===== src/rtl/alu_issue_stage.sv =====
// Purpose: command FIFO plus registered result stage around an external combinational Alu.
// Latency: 1 cycle minimum, push to result. Backpressure: a stalled result stalls pops and the FIFO fills.

// Purpose: generic synchronous FIFO. The head is presented combinationally and reads as zero when empty.
// Latency: a write at edge N is visible at the head after edge N; there is no fall-through.
// Backpressure: full blocks writes and empty blocks reads; a write and a read together leave count unchanged.
module sync_fifo #(
    parameter int WIDTH = 8,
    parameter int DEPTH = 4
) (
    input  logic                   clk,
    input  logic                   rst_n,
    input  logic                   push,
    input  logic [WIDTH-1:0]       wdata,
    input  logic                   pop,
    output logic [WIDTH-1:0]       rdata,
    output logic                   full,
    output logic                   empty,
    output logic [$clog2(DEPTH):0] count
);
    localparam int AW = $clog2(DEPTH);
    localparam logic [AW:0]   FULL_CNT = (AW+1)'(DEPTH);
    localparam logic [AW:0]   CNT_ONE  = (AW+1)'(1);
    localparam logic [AW-1:0] PTR_ONE  = AW'(1);

    logic [WIDTH-1:0] mem [DEPTH];
    logic [AW-1:0]    wr_ptr;
    logic [AW-1:0]    rd_ptr;
    logic             wr_en;
    logic             rd_en;

    assign full  = (count == FULL_CNT);
    assign empty = (count == '0);
    assign wr_en = push & ~full;
    assign rd_en = pop & ~empty;
    assign rdata = empty ? '0 : mem[rd_ptr];

    // Storage carries no reset; the empty mask hides stale entries.
    always_ff @(posedge clk) begin
        if (wr_en) begin
            mem[wr_ptr] <= wdata;
        end
    end

    always_ff @(posedge clk or negedge rst_n) begin
        if (!rst_n) begin
            wr_ptr <= '0;
            rd_ptr <= '0;
            count  <= '0;
        end else begin
            if (wr_en) begin
                wr_ptr <= wr_ptr + PTR_ONE;
            end
            if (rd_en) begin
                rd_ptr <= rd_ptr + PTR_ONE;
            end
            case ({wr_en, rd_en})
                2'b10:   count <= count + CNT_ONE;
                2'b01:   count <= count - CNT_ONE;
                default: count <= count;
            endcase
        end
    end
endmodule

// Purpose: queue {a,b,op} commands, drive the head to the Alu, and register the Alu result.
// Latency: 1 cycle minimum from push to res_valid; sustains one result per cycle.
// Backpressure: res_valid & !res_ready holds res_* stable and stops pops; in_ready falls when the FIFO is full.
module alu_issue_stage #(
    parameter int W1    = 4,
    parameter int DEPTH = 4
) (
    input  logic                   clk,
    input  logic                   rst_n,
    input  logic                   in_valid,
    output logic                   in_ready,
    input  logic [W1-1:0]          in_a,
    input  logic [W1-1:0]          in_b,
    input  logic [1:0]             in_op,
    output logic [W1-1:0]          alu_a,
    output logic [W1-1:0]          alu_b,
    output logic [1:0]             alu_op,
    input  logic [W1:0]            alu_out,
    output logic                   res_valid,
    input  logic                   res_ready,
    output logic [W1:0]            res_data,
    output logic [1:0]             res_op,
    output logic                   res_zero,
    output logic [$clog2(DEPTH):0] cmd_count
);
    typedef struct packed {
        logic [W1-1:0] a;
        logic [W1-1:0] b;
        logic [1:0]    op;
    } cmd_t;

    cmd_t in_cmd;
    cmd_t head;
    logic fifo_full;
    logic fifo_empty;
    logic push;
    logic pop;
    logic res_free;

    assign in_cmd   = '{a: in_a, b: in_b, op: in_op};
    // in_ready depends only on occupancy, never on a same-cycle pop.
    assign in_ready = ~fifo_full;
    assign push     = in_valid & in_ready;
    assign res_free = ~res_valid | res_ready;
    assign pop      = ~fifo_empty & res_free;

    sync_fifo #(
        .WIDTH ($bits(cmd_t)),
        .DEPTH (DEPTH)
    ) u_cmd_fifo (
        .clk   (clk),
        .rst_n (rst_n),
        .push  (push),
        .wdata (in_cmd),
        .pop   (pop),
        .rdata (head),
        .full  (fifo_full),
        .empty (fifo_empty),
        .count (cmd_count)
    );

    assign alu_a  = head.a;
    assign alu_b  = head.b;
    assign alu_op = head.op;

    always_ff @(posedge clk or negedge rst_n) begin
        if (!rst_n) begin
            res_valid <= 1'b0;
            res_data  <= '0;
            res_op    <= '0;
            res_zero  <= 1'b0;
        end else if (pop) begin
            res_valid <= 1'b1;
            res_data  <= alu_out;
            res_op    <= alu_op;
            res_zero  <= (alu_out == '0);
        end else if (res_ready & res_valid) begin
            res_valid <= 1'b0;
        end
    end
endmodule


===== config.mk =====
export PLATFORM = sky130hd
export DESIGN_NAME = alu_issue_stage
export DESIGN_NICKNAME = d
export VERILOG_FILES = /design/src/rtl/alu_issue_stage.sv
export SDC_FILE = /design/constraint.sdc
export NUM_CORES = 1
export LEC_CHECK = 0
export BUFFER_PORTS_ARGS = -buffer_cell sky130_fd_sc_hd__buf_2
export CELL_PAD_IN_SITES_DETAIL_PLACEMENT = 0
export CELL_PAD_IN_SITES_GLOBAL_PLACEMENT = 1
export CORE_UTILIZATION = 40
export CTS_CLUSTER_DIAMETER = 120
export DETAILED_ROUTE_END_ITERATION = 8
export PLACE_DENSITY_LB_ADDON = 0.1
export SETUP_SLACK_MARGIN = 0.2
export SLEW_MARGIN = 10
export SYNTH_ARGS = -nofsm -noshare
export SYNTH_HDL_FRONTEND = slang
export SYNTH_HIERARCHICAL = 1
export SYNTH_SLANG_ARGS = --single-unit

===== constraint.sdc =====
create_clock -name clk -period 3.05 [get_ports clk]
set_input_delay 0 -clock clk [delete_from_list [all_inputs] [get_ports clk]]
set_output_delay 0 -clock clk [all_outputs]
set_load 0.01 [all_outputs]

==> run_results.csv <==
group,metric,value,unit
run_status,status,"completed",
clocking,cts-root-buf,"clkbuf_8",
critical_path,crit_buf_inv,2,
global_routing,antenna_found_initial,0,
min_path,hold_path.class,"input port to async pin",
sta,rsz0062_at_grt,"false",
drt,dr.pass1.iters,4,
clocking,cts.sinks,56,
critical_path,critPathLaunchType,"register",
critical_path,r2r_end,"u_cmd_fifo/count[2]",
clocking,clkSlewWorstSetupHoldPaths,90,ps
yosys,synth_most_common_cell,"edfxtp_1",
drt,wl_per_cell,15.8,um
power_and_ir_drop,power_density,916,nW/um^2
layout,fin_cells,263,
global_routing,grt_start_max_net_pins,17,
yosys,synth.area.top_cells,"edfxtp_1 (51%), dfrtp_1 (17%), mux4_2 (7.6%)",
sta,fin_hold_ws,139,ps
global_routing,overflow,0,
global_routing,grt_use_total,14.9,%
place,dp.cells,238,
yosys,ys.flop_type,"edfxtp_1",
floorplanning,core_area,5610,sq um
place,hpwl,2830,um
critical_path,worstPathCellList,"nor3_2 > buf_4 > and2b_1 > ha_1 > inv_1 > fa_1 > xor2_1 > nor2_1 > xor2_1",
critical_path,cpPeakStageDelay,450,ps
drt,vias_per_cell,4.73,
floorplanning,dieArea,6240,sq um
layout,diodes,0,
sta,tns,0,ps
clocking,clockBufferDepth,2,
critical_path,cp_max_fo,13,
clocking,cts_tree,"built",
yosys,synth_area,2370,sq um
yosys,ys_top_cells_by_count,"edfxtp_1 (40), dfrtp_1 (16), inv_1 (9), mux2_2 (9)",
place,port_buffers,41,
critical_path,r2r_cells,9,
critical_path,crit_family,"simple AND/OR/NAND/NOR gates",
clocking,clock_latency,310,ps
critical_path,cp_data_required_time,3240,ps
critical_path,crit_arrival,2500,ps
layout,fin_nets,215,
floorplanning,io_pins,42,
critical_path,cp-startpoint,"u_cmd_fifo/count[0]",
sta,setup_viol,0,
sta,slew_violations,0,
critical_path,slowest_stage,"dfrtp_1",
floorplanning,dieHeight,79.0,um
critical_path,critical_path_class,"register to register",
place,dpl_cell_area,2660,sq um
layout,synthToLayoutAreaGrowth,23.1,%
drt,drt_iter0_markers,56,
yosys,synthArstFlopShare,28.6,%
drt,antenna_left,0,
clocking,cts_max_level,2,
drt,totalWireLength,4160,um
yosys,ys_ff_latch,56,
place,place.gp.congestion,0.726,
drt,drc_errors,0,
yosys,syn_inst,126,
sta,hold_viol,0,
sta,fin_crit_sh,75.7,%
layout,drive_above_1_share,40.8,%
global_routing,grt_first_pass_wirelength,6840,um
critical_path,cpMostUsedCell,"xor2_1",
power_and_ir_drop,max-vdd-ir-drop,0.380,mV
yosys,ys_warn_count,6,
floorplanning,start_util,42.3,%
drt,vias,1244,
critical_path,worstSetupEndpointType,"register",
power_and_ir_drop,leakagePower,1.18,nW
yosys,synth_top_cell_by_area,"edfxtp_1",
layout,fin_area,2920,sq um
sta,worst_pin_slew,584,ps
sta,period_minus_slack,2310,ps
yosys,synthesis.nets,151,
sta,slew_headroom,61.1,%
floorplanning,rows,27,
critical_path,worstReg2RegStart,"u_cmd_fifo/count[0]",
critical_path,reg2reg_slack,740,ps
yosys,postSynthAreaPerCell,18.8,sq um
global_routing,grt_pass1_vias,1333,
yosys,yosysSeqAreaShare,67.6,%
yosys,synth_edf_count,40,
yosys,ys_types,26,
sta,max_freq,0.433,GHz
clocking,cts_buffers,5,
yosys,synth_top_area_share,50.7,%
sta,clock_skew,8.96,ps
run,cap_violations,0,
floorplanning,die_x,79.0,um
==> registers in the layout (all words and copies together), names as in the netlist <==
signal and count:
res_op 2, res_zero 1, u_cmd_fifo/rd_ptr 2, u_cmd_fifo/count 3, u_cmd_fifo/wr_ptr 2, u_cmd_fifo/mem 40, res_data 5, res_valid 1
==> report_power, final <==
part	leakage [nW]	total [W]	switching, W	internal, W
registers	0.553	0.00117	0.000136	0.00104
clock network	0.0424	0.000396	0.000231	0.000165
logic	0.584	0.00110	0.000522	0.000580
total	1.18	0.00267	0.000890	0.00178
==> metrics by stage <==
step	total power, W	setup slack, ps	util, %
after floorplan	0.00195	776	-
after global placement	0.00226	818	47.5
after detailed placement	0.00230	737	47.5
after CTS	0.00271	720	52.0
after global routing	0.00285	609	52.0
final	0.00267	741	52.0
==> timing repair <==
action / 4_1_cts / 5_1_grt
resized for setup: 0 / 0
hold endpoints to repair: 62 / 0
setup buffers: 0 / 0
hold buffers: 17 / 0
==> kinds of logic after synthesis <==
family	share of synthesized area [%]
mux	14.5
buf+inv	2.43
compound gates	0.898
flops	67.6
xor+xnor	2.22
fa+ha+maj	3.48
simple gates	8.87
==> how the worst max path moves through the flow <==
stage | to | slack (ps) | depth (start not counted)
4_1_cts | u_cmd_fifo/count[2] | 720 | 9
3_5_place_dp | u_cmd_fifo/count[2] | 740 | 9
6_report | u_cmd_fifo/count[2] | 740 | 9
5_1_grt | u_cmd_fifo/count[2] | 610 | 9
2_1_floorplan | u_cmd_fifo/count[2] | 780 | 10
3_3_place_gp | u_cmd_fifo/count[2] | 820 | 9
==> per-layer routing <==
layer | vias up | routed length (um) | GRT usage [%]
met4 | 0 | 32 | 3.82
met5 | - | 0 | 0
li1 | 589 | - | -
met3 | 4 | 142 | 3.79
met1 | 625 | 1950 | 19.9
met2 | 26 | 2040 | 24.5
==> final cells by class <==
type	instances	area (sq um)
clock inverter	1	8.76
multi-input combinational	58	716
clock buffer	7	76.3
fill	503	2690
timing repair buffer	60	390
tap	72	90.1
sequential	56	1600
inverter	9	33.8
==> cells in the final DEF (no fill, tap or decap), types with 3 or more instances in the layout <==
cell	netlist	layout
ha_1	5	5
dlygate4sd3_1	0	17
nor2b_4	8	8
mux4_2	8	8
nor2b_1	3	3
mux2_2	9	9
edfxtp_1	40	40
inv_1	9	9
clkbuf_8	0	5
dfrtp_1	16	16
buf_2	1	41
xor2_1	4	4
and2_1	4	4
Note: power is estimated with default switching activity, not from simulation.
